<file path="src/rtl/pc_sequencer.sv">
// pc_sequencer: next-PC controller for the single-cycle MIPS core.
//
// Selects the next fetch address each cycle from the hold, jump-register,
// jump, branch and sequential sources. A run-state machine handles boot,
// halt/resume and misaligned jump-register faults. Also keeps a
// retired-instruction counter and the exception PC.
//
// Ports:
//   clock, reset        rising-edge clock, synchronous active-high reset
//   start/halt/resume   run-state control
//   stall               hold the current PC this cycle
//   branch, branch_imm  taken branch and its signed word offset
//   jump, jump_index    j/jal and its 26-bit instruction index
//   jump_reg, reg_addr  jr/jalr and its register target
//   pc_out_addr         current PC read back from program_counter
//   pc_in_addr          next PC to program_counter (combinational)
//   running/halted/fault  decoded run state
//   epc                 PC of the last faulting jr
//   retired             retired-instruction count (wraps)
module pc_sequencer #(
    parameter logic [31:0] RESET_ADDR = 32'h0000_0000,
    parameter logic [31:0] FAULT_ADDR = 32'h0000_0180
) (
    input  logic        clock,
    input  logic        reset,
    input  logic        start,
    input  logic        halt,
    input  logic        resume,
    input  logic        stall,
    input  logic        branch,
    input  logic [15:0] branch_imm,
    input  logic        jump,
    input  logic [25:0] jump_index,
    input  logic        jump_reg,
    input  logic [31:0] reg_addr,
    input  logic [31:0] pc_out_addr,
    output logic [31:0] pc_in_addr,
    output logic        running,
    output logic        halted,
    output logic        fault,
    output logic [31:0] epc,
    output logic [31:0] retired
);

    localparam int unsigned ADDR_W = 32;

    typedef enum logic [1:0] {
        ST_IDLE   = 2'd0,
        ST_RUN    = 2'd1,
        ST_HALTED = 2'd2,
        ST_FAULT  = 2'd3
    } state_t;

    state_t              state;
    state_t              next_state;
    logic                epc_load;
    logic                retire;
    logic [ADDR_W-1:0]   pc4;
    logic [ADDR_W-1:0]   branch_offset;
    logic [ADDR_W-1:0]   branch_target;
    logic [ADDR_W-1:0]   jump_target;
    logic [ADDR_W-1:0]   run_target;
    logic                misaligned_jr;

    // Redirect target arithmetic; all sums wrap modulo 2^32
    always_comb begin
        pc4           = pc_out_addr + ADDR_W'(4);
        branch_offset = {{14{branch_imm[15]}}, branch_imm, 2'b00};
        branch_target = pc4 + branch_offset;
        jump_target   = {pc4[31:28], jump_index, 2'b00};
    end

    // A stalled jr has not executed yet, so it cannot fault
    assign misaligned_jr = jump_reg && !stall && (reg_addr[1:0] != 2'b00);

    // Normal RUN-state source priority: stall > jr > jump > branch > pc4
    always_comb begin
        run_target = pc4;
        if (stall) begin
            run_target = pc_out_addr;
        end else if (jump_reg) begin
            run_target = reg_addr;
        end else if (jump) begin
            run_target = jump_target;
        end else if (branch) begin
            run_target = branch_target;
        end
    end

    // State register
    always_ff @(posedge clock) begin
        if (reset) begin
            state <= ST_IDLE;
        end else begin
            state <= next_state;
        end
    end

    // Next-state, next-PC and register-enable decode
    always_comb begin
        next_state = state;
        pc_in_addr = pc_out_addr;
        epc_load   = 1'b0;
        retire     = 1'b0;

        if (reset) begin
            next_state = ST_IDLE;
            pc_in_addr = RESET_ADDR;
        end else begin
            unique case (state)
                ST_IDLE: begin
                    pc_in_addr = RESET_ADDR;
                    if (start) begin
                        next_state = ST_RUN;
                    end
                end
                ST_RUN: begin
                    // Fault beats halt; halt beats every redirect
                    if (misaligned_jr) begin
                        pc_in_addr = FAULT_ADDR;
                        epc_load   = 1'b1;
                        next_state = ST_FAULT;
                    end else if (halt) begin
                        pc_in_addr = pc_out_addr;
                        next_state = ST_HALTED;
                    end else begin
                        pc_in_addr = run_target;
                        retire     = !stall;
                    end
                end
                ST_HALTED: begin
                    pc_in_addr = pc_out_addr;
                    if (resume && !halt) begin
                        next_state = ST_RUN;
                    end
                end
                ST_FAULT: begin
                    pc_in_addr = pc_out_addr;
                    if (start) begin
                        next_state = ST_RUN;
                    end
                end
                default: begin
                    next_state = ST_IDLE;
                    pc_in_addr = RESET_ADDR;
                end
            endcase
        end
    end

    // Exception PC: captures the PC of the faulting jr
    always_ff @(posedge clock) begin
        if (reset) begin
            epc <= '0;
        end else if (epc_load) begin
            epc <= pc_out_addr;
        end
    end

    // Retired-instruction counter, wraps silently
    always_ff @(posedge clock) begin
        if (reset) begin
            retired <= '0;
        end else if (retire) begin
            retired <= retired + ADDR_W'(1);
        end
    end

    // Run-state decode
    assign running = (state == ST_RUN);
    assign halted  = (state == ST_HALTED);
    assign fault   = (state == ST_FAULT);

endmodule
</file>
<file path="config.mk">
export PLATFORM = sky130hd
export DESIGN_NAME = pc_sequencer
export DESIGN_NICKNAME = d
export VERILOG_FILES = /design/src/rtl/pc_sequencer.sv
export SDC_FILE = /design/constraint.sdc
export NUM_CORES = 1
export LEC_CHECK = 0
export ABC_AREA = 0
export CAP_MARGIN = 25
export CORE_MARGIN = 5
export CORE_UTILIZATION = 30
export DETAILED_ROUTE_END_ITERATION = 7
export REMOVE_ABC_BUFFERS = 1
export SETUP_SLACK_MARGIN = 0.3
export SYNTH_ARGS = -nofsm -noshare
export SYNTH_HDL_FRONTEND = slang
export SYNTH_SLANG_ARGS = --single-unit
</file>
<file path="constraint.sdc">
create_clock -name clock -period 17.08 [get_ports clock]
set_input_delay 4.27 -clock clock [delete_from_list [all_inputs] [get_ports clock]]
set_output_delay 4.27 -clock clock [all_outputs]
set_load 0.02 [all_outputs]
</file>
==> impl_metrics.csv <==
group,metric,value,unit
run_status,status,"completed",
power_and_ir_drop,peakVddDrop,38.5,uV
floorplanning,initial_core_util,0.303,
placement,dp_hpwl,19600,um
sta,setup_viol,0,
clock_tree,clk_pin_slew_worst_paths,0.05,ns
sta,min_period,13.61,ns
synthesis,ys_types,76,
placement,io_buffers,213,
synthesis,synth_edf_count,0,
placement,gp_congestion,0.919,
floorplanning,core-area,20200,um2
route,wire_per_inst,18.8,um
sta,worst_pin_slew,0.932,ns
global_route,grt_pass1_wl,37900,um
clock_tree,cts_tree,"yes",
sta,max_slew_margin,0.379,
sta,min_period_over_period,0.797,
global_route,grt_pass1_vias,6624,
floorplanning,rows,52,
clock_tree,worstSkewPairLatency,0.32,ns
layout,areaGrowthSynthToFinish,43.7,%
global_route,overflow,0,
power_and_ir_drop,p_leak,3.17,nW
worst_setup_path,critPathKind,"in2out",
route,ant_nets,0,
synthesis,ys_ff_latch,66,
sta,fin_ws,3.47,ns
clock_tree,cts_made_buffers,9,
synthesis,synth_area,6110,um2
synthesis,synth_top_area_share,0.216,
sta,tns,0,ns
route,drtIter0Drc,377,
route,viasPerCell,5.24,
clock_tree,post_cts_resized,0,
placement,place_inst,1313,
layout,antenna_cells,0,
placement,dp_slack,3.52,ns
synthesis,ys_warn_count,0,
worst_setup_path,crit_chain,"clkdlybuf4s50_1, ha_1, nand4_1, nor3_2, nand3_1, xnor2_1, ha_1, a21oi_2, o211ai_2, nor4_4, a2111oi_4, a2111oi_2, nor4_2, nor2_1, mux2_1, nand3_1, clkdlybuf4s50_1",
synthesis,synth.avg_cell_area,7.09,um2
layout,final_core_util,0.435,
sta,drv_slew,0,
route,routed_wl,25000,um
clock_tree,clockBufferDepth,2,
worst_setup_path,required,12.81,ns
sta,hold_viol,0,
route,vias,6957,
layout,fin_nets,1209,
flow_run,maxCapViolCount,0,
worst_setup_path,critical-path-max-stage-delay,0.66,ns
synthesis,synthArstFlopShare,0,
layout,stdcell_count,1328,
floorplanning,ioPinCount,214,
sta,skew,0.00548,ns
power_and_ir_drop,p_per_area,62.3,nW/um2
global_route,antenna_found_initial,1,
global_route,track_usage,0.204,
sta,fmax,73.5,MHz
worst_setup_path,cp-end-kind,"output port",
worst_setup_path,cp_top_family,"simple AND/OR/NAND/NOR gates",
floorplanning,dieHeight,153,um
layout,layout_common_cells,"clkdlybuf4s50_1 (212), nand2_1 (150), a21oi_1 (88)",
worst_setup_path,startpoint_type,"input pin",
worst_setup_path,slowest_stage,"clkdlybuf4s50_1",
clock_tree,cts_hold_buf,0,
synthesis,synth_top_cell_by_area,"dfxtp_1",
worst_setup_path,cp_num_buf_inv,2,
worst_setup_path,arrival,9.34,ns
floorplanning,fp.dieW,153,um
floorplanning,die-area,23300,um2
layout,drive_gt1_frac,0.0463,
synthesis,yosysSeqAreaShare,0.216,
synthesis,synth_area_leaders,"dfxtp_1 (22%), nand2_1 (9.2%), ha_1 (8.0%)",
sta,rsz0062_at_grt,"false",
synthesis,synth_ff_type,"dfxtp_1",
route,drt_drc_violations_left,0,
clock_tree,cts.sinks,66,
layout,mostFrequentLayoutCell,"clkdlybuf4s50_1",
route,drtPass1Iterations,5,
clock_tree,ctsRootBufferMaster,"clkbuf_16",
clock_tree,post_cts_buffers,0,
global_route,grt_start_max_net_pins,71,
synthesis,synth_cells,861,
hold_path,hp-class,"reg2reg",
clock_tree,htree_levels,3,
sta,hold_slack,0.450,ns
worst_setup_path,crit_fanout,9,
-- kinds of logic after synthesis --
logic type	count (synthesis)	synth area share
AND/OR/NAND/NOR	348	0.270
XOR/XNOR	65	0.0932
buffers and inverters	70	0.0455
AO/OA/AOI/OAI	263	0.277
adder cells (fa/ha/maj)	40	0.0832
multiplexers	9	0.0150
flip-flops	66	0.216
-- per-stage QoR --
stage               cell area (um2)  power (mW)
global route                   8770       0.578
floorplan                      5940       0.278
global placement               8490       0.371
finish                         8770       0.547
detailed placement             8490       0.371
CTS                            8770       0.552
-- worst reg2reg max path: cells and delay by family (launching register included) --
kind | cells | cell delay [ns]
xor+xnor | 1 | 0.15
fa+ha+maj | 1 | 0.39
buf+inv | 1 | 0.17
flops | 1 | 0.36
simple gates | 7 | 2.36
-- synth_stat cells (9+ instances only) --
master	number
nand2_1	150
a21oi_1	88
nor2_1	74
dfxtp_1	66
o21ai_0	64
ha_1	39
xnor2_1	39
clkbuf_1	35
inv_1	27
xor2_1	26
nand3_1	24
or3_1	16
a21o_1	13
nand4_1	13
nor2b_1	13
a22oi_1	12
and3_1	11
nor3_1	10
o21a_1	9
-- per-layer routing --
metal / share of wire / global-route usage / vias to the layer above
met4: 0.020 / 0.0424 / 2
met5: 0.00044 / 0 / -
li1: - / - / 3456
met1: 0.42 / 0.262 / 3188
met2: 0.46 / 0.331 / 283
met3: 0.10 / 0.0707 / 28
-- layout make-up --
class | count | area [um2]
Timing Repair Buffer | 224 | 2210
Fill cell | 2091 | 11400
Sequential cell | 66 | 1320
Tap cell | 270 | 338
Multi-Input combinational cell | 725 | 4510
Clock inverter | 3 | 40.0
Inverter | 28 | 105
Clock buffer | 12 | 246
-- path summary, 6_finish.rpt --
| kind | startpoint | to | slack [ns] | cells after the start |
|---|---|---|---|---|
| worst max-delay path | pc_out_addr[2] | pc_in_addr[31] | 3.47 | 17 |
| worst min-delay path | epc[9] | epc[9] | 0.45 | 2 |
| worst max register to register | state[1] | retired[31] | 13.51 | 10 |
| worst min register to register | epc[9] | epc[9] | 0.45 | 2 |
-- sequential cells by signal (all words and copies together) (netlist names) --
register	flops
epc	32
retired	32
state	2
-- power breakdown --
part	switching (mW)	internal, mW	total [mW]
clock network	0.0620	0.116	0.178
logic	0.117	0.0908	0.208
registers	0.00308	0.158	0.161
total	0.182	0.365	0.547
No activity file was read; power rests on OpenSTA's default activity.
